## config.mk

```make
export PLATFORM = sky130hd
export DESIGN_NAME = distribute_1x2_simple_seq
export DESIGN_NICKNAME = d
export VERILOG_FILES = /design/src/rtl/distribute_1x2_simple_seq_pkg.sv /design/src/rtl/distribute_1x2_simple_seq_reg_slice_1entry.sv /design/src/rtl/distribute_1x2_simple_seq.sv
export SDC_FILE = /design/constraint.sdc
export NUM_CORES = 1
export LEC_CHECK = 0
export CAP_MARGIN = 10
export CORE_ASPECT_RATIO = 1.5
export CORE_UTILIZATION = 42
export CTS_CLUSTER_SIZE = 28
export DETAILED_ROUTE_END_ITERATION = 10
export DONT_BUFFER_PORTS = 1
export PLACE_DENSITY = 0.56
export SLEW_MARGIN = 20
export SYNTH_ARGS = -nofsm -noshare
export SYNTH_HDL_FRONTEND = slang
export SYNTH_SLANG_ARGS = --single-unit
```

## constraint.sdc

```tcl
create_clock -name clk -period 2.7 [get_ports clk]
set_input_delay 0.675 -clock clk [delete_from_list [all_inputs] [get_ports clk]]
set_output_delay 0.675 -clock clk [all_outputs]
set_load 0.02 [all_outputs]
```

## src/rtl/distribute_1x2_simple_seq_pkg.sv

```systemverilog
// ============================================================================
//  Module   : distribute_1x2_simple_seq_pkg
//  Brief    : Shared NoC constants: routing commands and buffer state type.
//  Revision : 1.0 - initial release
// ============================================================================
`default_nettype none

package distribute_1x2_simple_seq_pkg;

  localparam int COMMAND_WIDTH_DEFAULT = 2;

  localparam logic [1:0] CMD_DROP  = 2'b00;
  localparam logic [1:0] CMD_LOW   = 2'b01;
  localparam logic [1:0] CMD_HIGH  = 2'b10;
  localparam logic [1:0] CMD_BCAST = 2'b11;

  typedef enum logic [0:0] {
    ST_EMPTY = 1'b0,
    ST_FULL  = 1'b1
  } slice_state_t;

endpackage : distribute_1x2_simple_seq_pkg

`default_nettype wire

```

## src/rtl/distribute_1x2_simple_seq_reg_slice_1entry.sv

```systemverilog
// ============================================================================
//  Module   : reg_slice_1entry
//  Brief    : One-entry valid/ready output buffer with pass-through on drain.
//  Revision : 1.0 - initial release
// ============================================================================
`default_nettype none

module reg_slice_1entry
  import distribute_1x2_simple_seq_pkg::*;
#(
  parameter int DATA_WIDTH = 32
) (
  input  logic                  clk,
  input  logic                  rst,
  input  logic                  i_wr,
  input  logic [DATA_WIDTH-1:0] i_data,
  input  logic                  i_ready,
  output logic                  o_can_accept,
  output logic                  o_valid,
  output logic [DATA_WIDTH-1:0] o_data
);

  slice_state_t          r_state;
  slice_state_t          w_state_next;
  logic [DATA_WIDTH-1:0] r_data;
  logic                  w_wr;

  assign o_can_accept = (r_state == ST_EMPTY) || i_ready;
  // A write into a stalled full entry would overwrite an undelivered flit.
  assign w_wr         = i_wr && o_can_accept;

  always_ff @(posedge clk or posedge rst) begin
    if (rst) begin
      r_state <= ST_EMPTY;
    end else begin
      r_state <= w_state_next;
    end
  end

  always_comb begin
    w_state_next = r_state;
    case (r_state)
      ST_EMPTY: if (w_wr) w_state_next = ST_FULL;
      ST_FULL:  if (i_ready && !w_wr) w_state_next = ST_EMPTY;
      default:  w_state_next = ST_EMPTY;
    endcase
  end

  always_ff @(posedge clk or posedge rst) begin
    if (rst) begin
      r_data <= '0;
    end else if (w_wr) begin
      r_data <= i_data;
    end
  end

  assign o_valid = (r_state == ST_FULL);
  assign o_data  = o_valid ? r_data : {DATA_WIDTH{1'b0}};

endmodule : reg_slice_1entry

`default_nettype wire

```

## src/rtl/distribute_1x2_simple_seq.sv

```systemverilog
// ============================================================================
//  Module   : distribute_1x2_simple_seq
//  Brief    : Registered 1-to-2 flit distributor (drop/low/high/broadcast).
//             Broadcast is built only when DISTRIBUTE_1X2_BCAST_EN is defined;
//             otherwise command 2'b11 acts as drop.
//  Revision : 1.0 - initial release
// ============================================================================
`default_nettype none

module distribute_1x2_simple_seq
  import distribute_1x2_simple_seq_pkg::*;
#(
  parameter int DATA_WIDTH    = 32,
  parameter int COMMAND_WIDTH = COMMAND_WIDTH_DEFAULT
) (
  input  logic                    clk,
  input  logic                    rst,
  input  logic                    i_valid,
  input  logic [DATA_WIDTH-1:0]   i_data_bus,
  output logic                    o_ready,
  output logic [1:0]              o_valid,
  output logic [2*DATA_WIDTH-1:0] o_data_bus,
  input  logic [1:0]              i_ready,
  input  logic                    i_en,
  input  logic [COMMAND_WIDTH-1:0] i_cmd
);

  logic [1:0] w_target;
  logic [1:0] w_can_accept;
  logic [1:0] w_wr;
  logic       w_transfer;

`ifdef DISTRIBUTE_1X2_BCAST_EN
  assign w_target[0] = (i_cmd == COMMAND_WIDTH'(CMD_LOW))  || (i_cmd == COMMAND_WIDTH'(CMD_BCAST));
  assign w_target[1] = (i_cmd == COMMAND_WIDTH'(CMD_HIGH)) || (i_cmd == COMMAND_WIDTH'(CMD_BCAST));
`else
  assign w_target[0] = (i_cmd == COMMAND_WIDTH'(CMD_LOW));
  assign w_target[1] = (i_cmd == COMMAND_WIDTH'(CMD_HIGH));
`endif

  // Every targeted branch must accept, which keeps broadcast all-or-nothing.
  assign o_ready    = i_en && !rst
                    && (!w_target[0] || w_can_accept[0])
                    && (!w_target[1] || w_can_accept[1]);
  assign w_transfer = i_valid && o_ready;
  assign w_wr       = w_target & {2{w_transfer}};

  for (genvar b = 0; b < 2; b++) begin : g_branch
    reg_slice_1entry #(
      .DATA_WIDTH (DATA_WIDTH)
    ) u_slice (
      .clk          (clk),
      .rst          (rst),
      .i_wr         (w_wr[b]),
      .i_data       (i_data_bus),
      .i_ready      (i_ready[b]),
      .o_can_accept (w_can_accept[b]),
      .o_valid      (o_valid[b]),
      .o_data       (o_data_bus[b*DATA_WIDTH +: DATA_WIDTH])
    );
  end

endmodule : distribute_1x2_simple_seq

`default_nettype wire

```

Word-level counts from Yosys, hierarchy flattened
Index checks and enable logic that the tools add are counted.

Bits of input ports: 40. Bits in registers: 66. Logic and storage cells: 34. Output and inout bits: 67.

Bitwise logic cells: 3. Reductions and logical operators: 17. Equal/unequal tests: 2. Mux-type cells: 8.

Operators by type and width (count): $mux W32 (2); $logic_and A1 B1 Y1 (8); $logic_not A1 Y1 (5); $logic_or A1 B1 Y1 (4); $mux W1 (4); $pmux W1 S2 (2); $and A2 B2 Y2 (1); $eq A2 B1 Y1 const B (1); $eq A2 B2 Y1 const B (1); $not A1 Y1 (2).

Longest topological paths before layout
Depth in word-level cells: 12. Gate-level depth with buffers: 4. Mapped depth without buffers: 3.

Hierarchy
From an unflattened synthesis, not the netlist that was laid out.

Cell total of the unflattened synthesis: 222. Area total of the unflattened synthesis: 3263.1 um2.

By module, submodules not included: reg_slice_1entry (instances 2, cells each 107, area an instance 1604.0 um2); distribute_1x2_simple_seq (instances 1, cells each 8, area an instance 55.1 um2).

Least setup slack after synthesis
No wires, ideal clock.

Path kind: in2out. Start point: input i_cmd[0]. End point: output o_ready. Path buffers: 0. Stages on the path: 3. Arrival: 1468 ps. Path slack: 557 ps. Cell sequence: nand2b_1 > o22ai_1 > nor3b_1.

Longest elaborated chain between the ends: 5. Elaborated cells between the ends (all ways): 8. Those cells by class: eq/ne: 2; reduce/logical: 6.

RTL lines: start, declared (RTL line distribute_1x2_simple_seq.sv:25) `input logic [COMMAND_WIDTH-1:0] i_cmd`; $eq A2 B1 Y1 (RTL line distribute_1x2_simple_seq.sv:37) `assign w_target[0] = (i_cmd == COMMAND_WIDTH'(CMD_LOW));`; $logic_not A1 Y1 (RTL line distribute_1x2_simple_seq.sv:43) `&& (!w_target[0] || w_can_accept[0])`; $logic_or A1 B1 Y1 (RTL line distribute_1x2_simple_seq.sv:43); $logic_and A1 B1 Y1 (RTL line distribute_1x2_simple_seq.sv:43); $logic_and A1 B1 Y1 * (RTL line distribute_1x2_simple_seq.sv:44) `&& (!w_target[1] || w_can_accept[1]);`; end, declared (RTL line distribute_1x2_simple_seq.sv:20) `output logic o_ready,`.

Mark *: on every way between the ends. The rest lies on a longest branch, timed or not.

Worst setup path in the final report
Start point: register g_branch[0].u_slice.r_state. End point: output o_ready.

Longest elaborated chain between the ends: 5.

RTL lines: start, declared (RTL line distribute_1x2_simple_seq_reg_slice_1entry.sv:23) `slice_state_t r_state;`; start signal, assigned (RTL line distribute_1x2_simple_seq_reg_slice_1entry.sv:36) `r_state <= w_state_next;`; $not A1 Y1 (RTL line distribute_1x2_simple_seq_reg_slice_1entry.sv:28) `assign o_can_accept = (r_state == ST_EMPTY) || i_ready;`; $logic_or A1 B1 Y1 (RTL line distribute_1x2_simple_seq_reg_slice_1entry.sv:28); $logic_or A1 B1 Y1 (RTL line distribute_1x2_simple_seq.sv:43); $logic_and A1 B1 Y1 (RTL line distribute_1x2_simple_seq.sv:43); $logic_and A1 B1 Y1 (RTL line distribute_1x2_simple_seq.sv:44).

Every way passes these cells.

==> results.tsv <==
metric	value	unit
Fin Hold WS	0.305	ns
cell at the slowest stage of the critical path	dfrtp_1	
library cells used by synthesis	14	
critical path endpoint category	output port	
FF-to-FF setup slack	0.90	ns
Non-Filler Instances	330	
Syn Std Cell Area	0.00321	mm²
pin count of the biggest net entering global routing	38	
die height	109	µm
ys async rst share	100	%
HP Class	in2async	
top-level I/O count	107	
Relative slew margins	55.3	%
leading post-synthesis cells by instance count	dfrtp_1 (66), and2_1 (64), mux2_4 (60), buf_6 (6), clkbuf_1 (6)	
Die Area	0.00801	mm²
post-CTS setup repair buffer count	0	
clk buf depth	2	
sequential area share after synthesis	51.4	%
nets	266	
Post-Route WL	6210	µm
WP buf/inv	1	
r2r worst-path depth	4	
Core Area	0.00732	mm²
Placed Cells	315	
Yosys top cell area share	51.4	%
post_cts resized	0	
Slowest Stage Delay on Critical Path	0.57	ns
setup TNS	0	ns
CP Cell Sequence	nand2b_1, o22ai_1, nor3b_1, buf_4	
TritonCTS clock tree	yes	
clock root buffer	clkbuf_8	
cell with the most instances after synthesis	dfrtp_1	
Final ANT Viol Nets	0	
largest family of logic cells by synthesized area	multiplexers	
predominant post-synthesis flop cell	dfrtp_1	
final setup violation count	0	
fillers	712	
diode count	0	
largest area contributor in the netlist	dfrtp_1	
max_cap viols	0	
YS warnings	0	
Max Clock Skew	0.00759	ns
final critical-path required period	2.27	ns
initial antenna violation count	0	
Clock Latency Late Sink	0.35	ns
DR vias	1661	
adder-cell area share of the yosys netlist	0	%
compound-gate portion of the synthesized area	0.506	%
worst r2r src	g_branch[0].u_slice.o_valid	
total CTS buffers	9	
pwr dens	718	mW/mm²
Site Rows	38	
r2r endpoint	g_branch[0].u_slice.r_data[11]	
Slew Viols, Final	0	
critical path peak fanout	14	
vias in the first global route	1859	
Pleak	1.61	nW
final hold violation count	0	
Hold Buf Count CTS	0	
hpwl dp	4110	µm
placed cell area	0.00333	mm²
wire per inst	18.8	µm
post-synth net total	260	
Synth area leaders	dfrtp_1 (51%), mux2_4 (28%), and2_1 (12%)	
drt drc	0	
fin area	0.00350	mm²
starting density of the core	43.9	%
Worst Path Required	2.03	ns
DRT Pass-1 Iters	3	
Achievable Freq	440	MHz
RSZ-0062 raised after global routing	false	
Worst-path clk slew	0.07	ns
critical path arrival	1.60	ns
Setup CP Type	reg2out	
Power, Total	0.00251	W
Post-Synth XOR/XNOR Area	0	%
Syn Area/Cell	14.6	µm²
global-route wire length before repair	9980	µm
gr usage total	17.5	%
Port Buffer Count	0	
EDFF count, synth	0	
Mapped Cells	220	
outcome	finished clean	
Max IR drop VDD	0.000339	V
mux contribution to synthesized area	29.4	%
Area growth syn-to-layout	8.80	%
register bit total from synthesis	66	
CP top delay family	flip-flops	
Slew @ Worst Pin	0.670	ns
final worst path period share	84.1	%
placer congestion estimate	0.665	
startpoint types	flip-flop	
Die X	73.4	µm
GR Overflow Total	0	
mean number of vias per cell	5.03	
1st-iter DRT viols	76	
simple-gate share of the synthesized area	15.3	%
layout cells sized above 1	39.6	%
htree depth	3	
clock sinks	66	
## layout by cell type, fill, tap and decap left out, drive strengths merged
| cell type | n |
|---|---|
| dfrtp | 66 |
| and2 | 64 |
| mux2 | 64 |
| clkbuf | 12 |
| buf | 9 |
| nand2b | 4 |
| clkinv | 3 |
| nor3b | 3 |
| o21ai | 2 |
| nand3b | 1 |
| o22ai | 1 |
| inv | 1 |
## layout make-up
class                      count  area [µm²]  area share, %
clock buffer                  12         155           4.44
clock inverter                 3        15.0          0.429
inverter                       1        3.75          0.107
multi-input combinational    139        1450           41.6
sequential                    66        1650           47.2
tap                          100         125           3.58
timing repair buffer           9        92.6           2.65
## stage by stage
step           util [%]  worst slack (ns)
2_1_floorplan         -             0.370
4_1_cts            47.7             0.378
5_1_grt            47.7             0.286
3_3_place_gp       45.4             0.735
6_report           47.7             0.429
3_5_place_dp       45.4             0.699
## registers in the layout, indices dropped and copies added, names as in the netlist
name / cells
g_branch.u_slice.o_valid: 2
g_branch.u_slice.r_data: 64
## worst reg2reg max path, stage by stage, from the launching register on
cell      delay [ns]
dfrtp_1         0.57
nand2b_1        0.21
nor3b_4         0.20
buf_4           0.36
mux2_4          0.34
## worst max path at each step
stage | from | end | slack (ns) | cells after the start
2_1_floorplan | rst | g_branch[0].u_slice.o_valid | 0.37 | 1
3_3_place_gp | i_cmd[0] | o_ready | 0.74 | 4
3_5_place_dp | i_cmd[0] | o_ready | 0.70 | 4
4_1_cts | g_branch[0].u_slice.o_valid | o_ready | 0.38 | 4
5_1_grt | g_branch[0].u_slice.o_valid | o_ready | 0.29 | 4
6_report | g_branch[0].u_slice.o_valid | o_ready | 0.43 | 4
## metal layers
metal / up-vias / share of wire [%] / global-route usage (%)
met5: - / 0 / 0
met4: 0 / 2.6 / 10.3
met3: 13 / 7.1 / 6.84
met2: 71 / 48 / 26.5
met1: 840 / 42 / 20.9
li1: 737 / - / -
## kinds of logic (layout without fill, tap and decap cells)
logic type	after synthesis	after routing
muxes	64	64
DFF	66	66
buffers and inverters	15	25
AOI/OAI and AO/OA	3	3
and+or+nand+nor	72	72
## where the power goes
group | leakage, nW | switching, W | total (W) | internal [W]
Clock | 0.0920 | 0.000360 | 0.000734 | 0.000374
Sequential | 0.813 | 0.000114 | 0.00133 | 0.00121
Combinational | 0.704 | 0.000140 | 0.000446 | 0.000307
No activity file was read; power rests on OpenSTA's default activity.
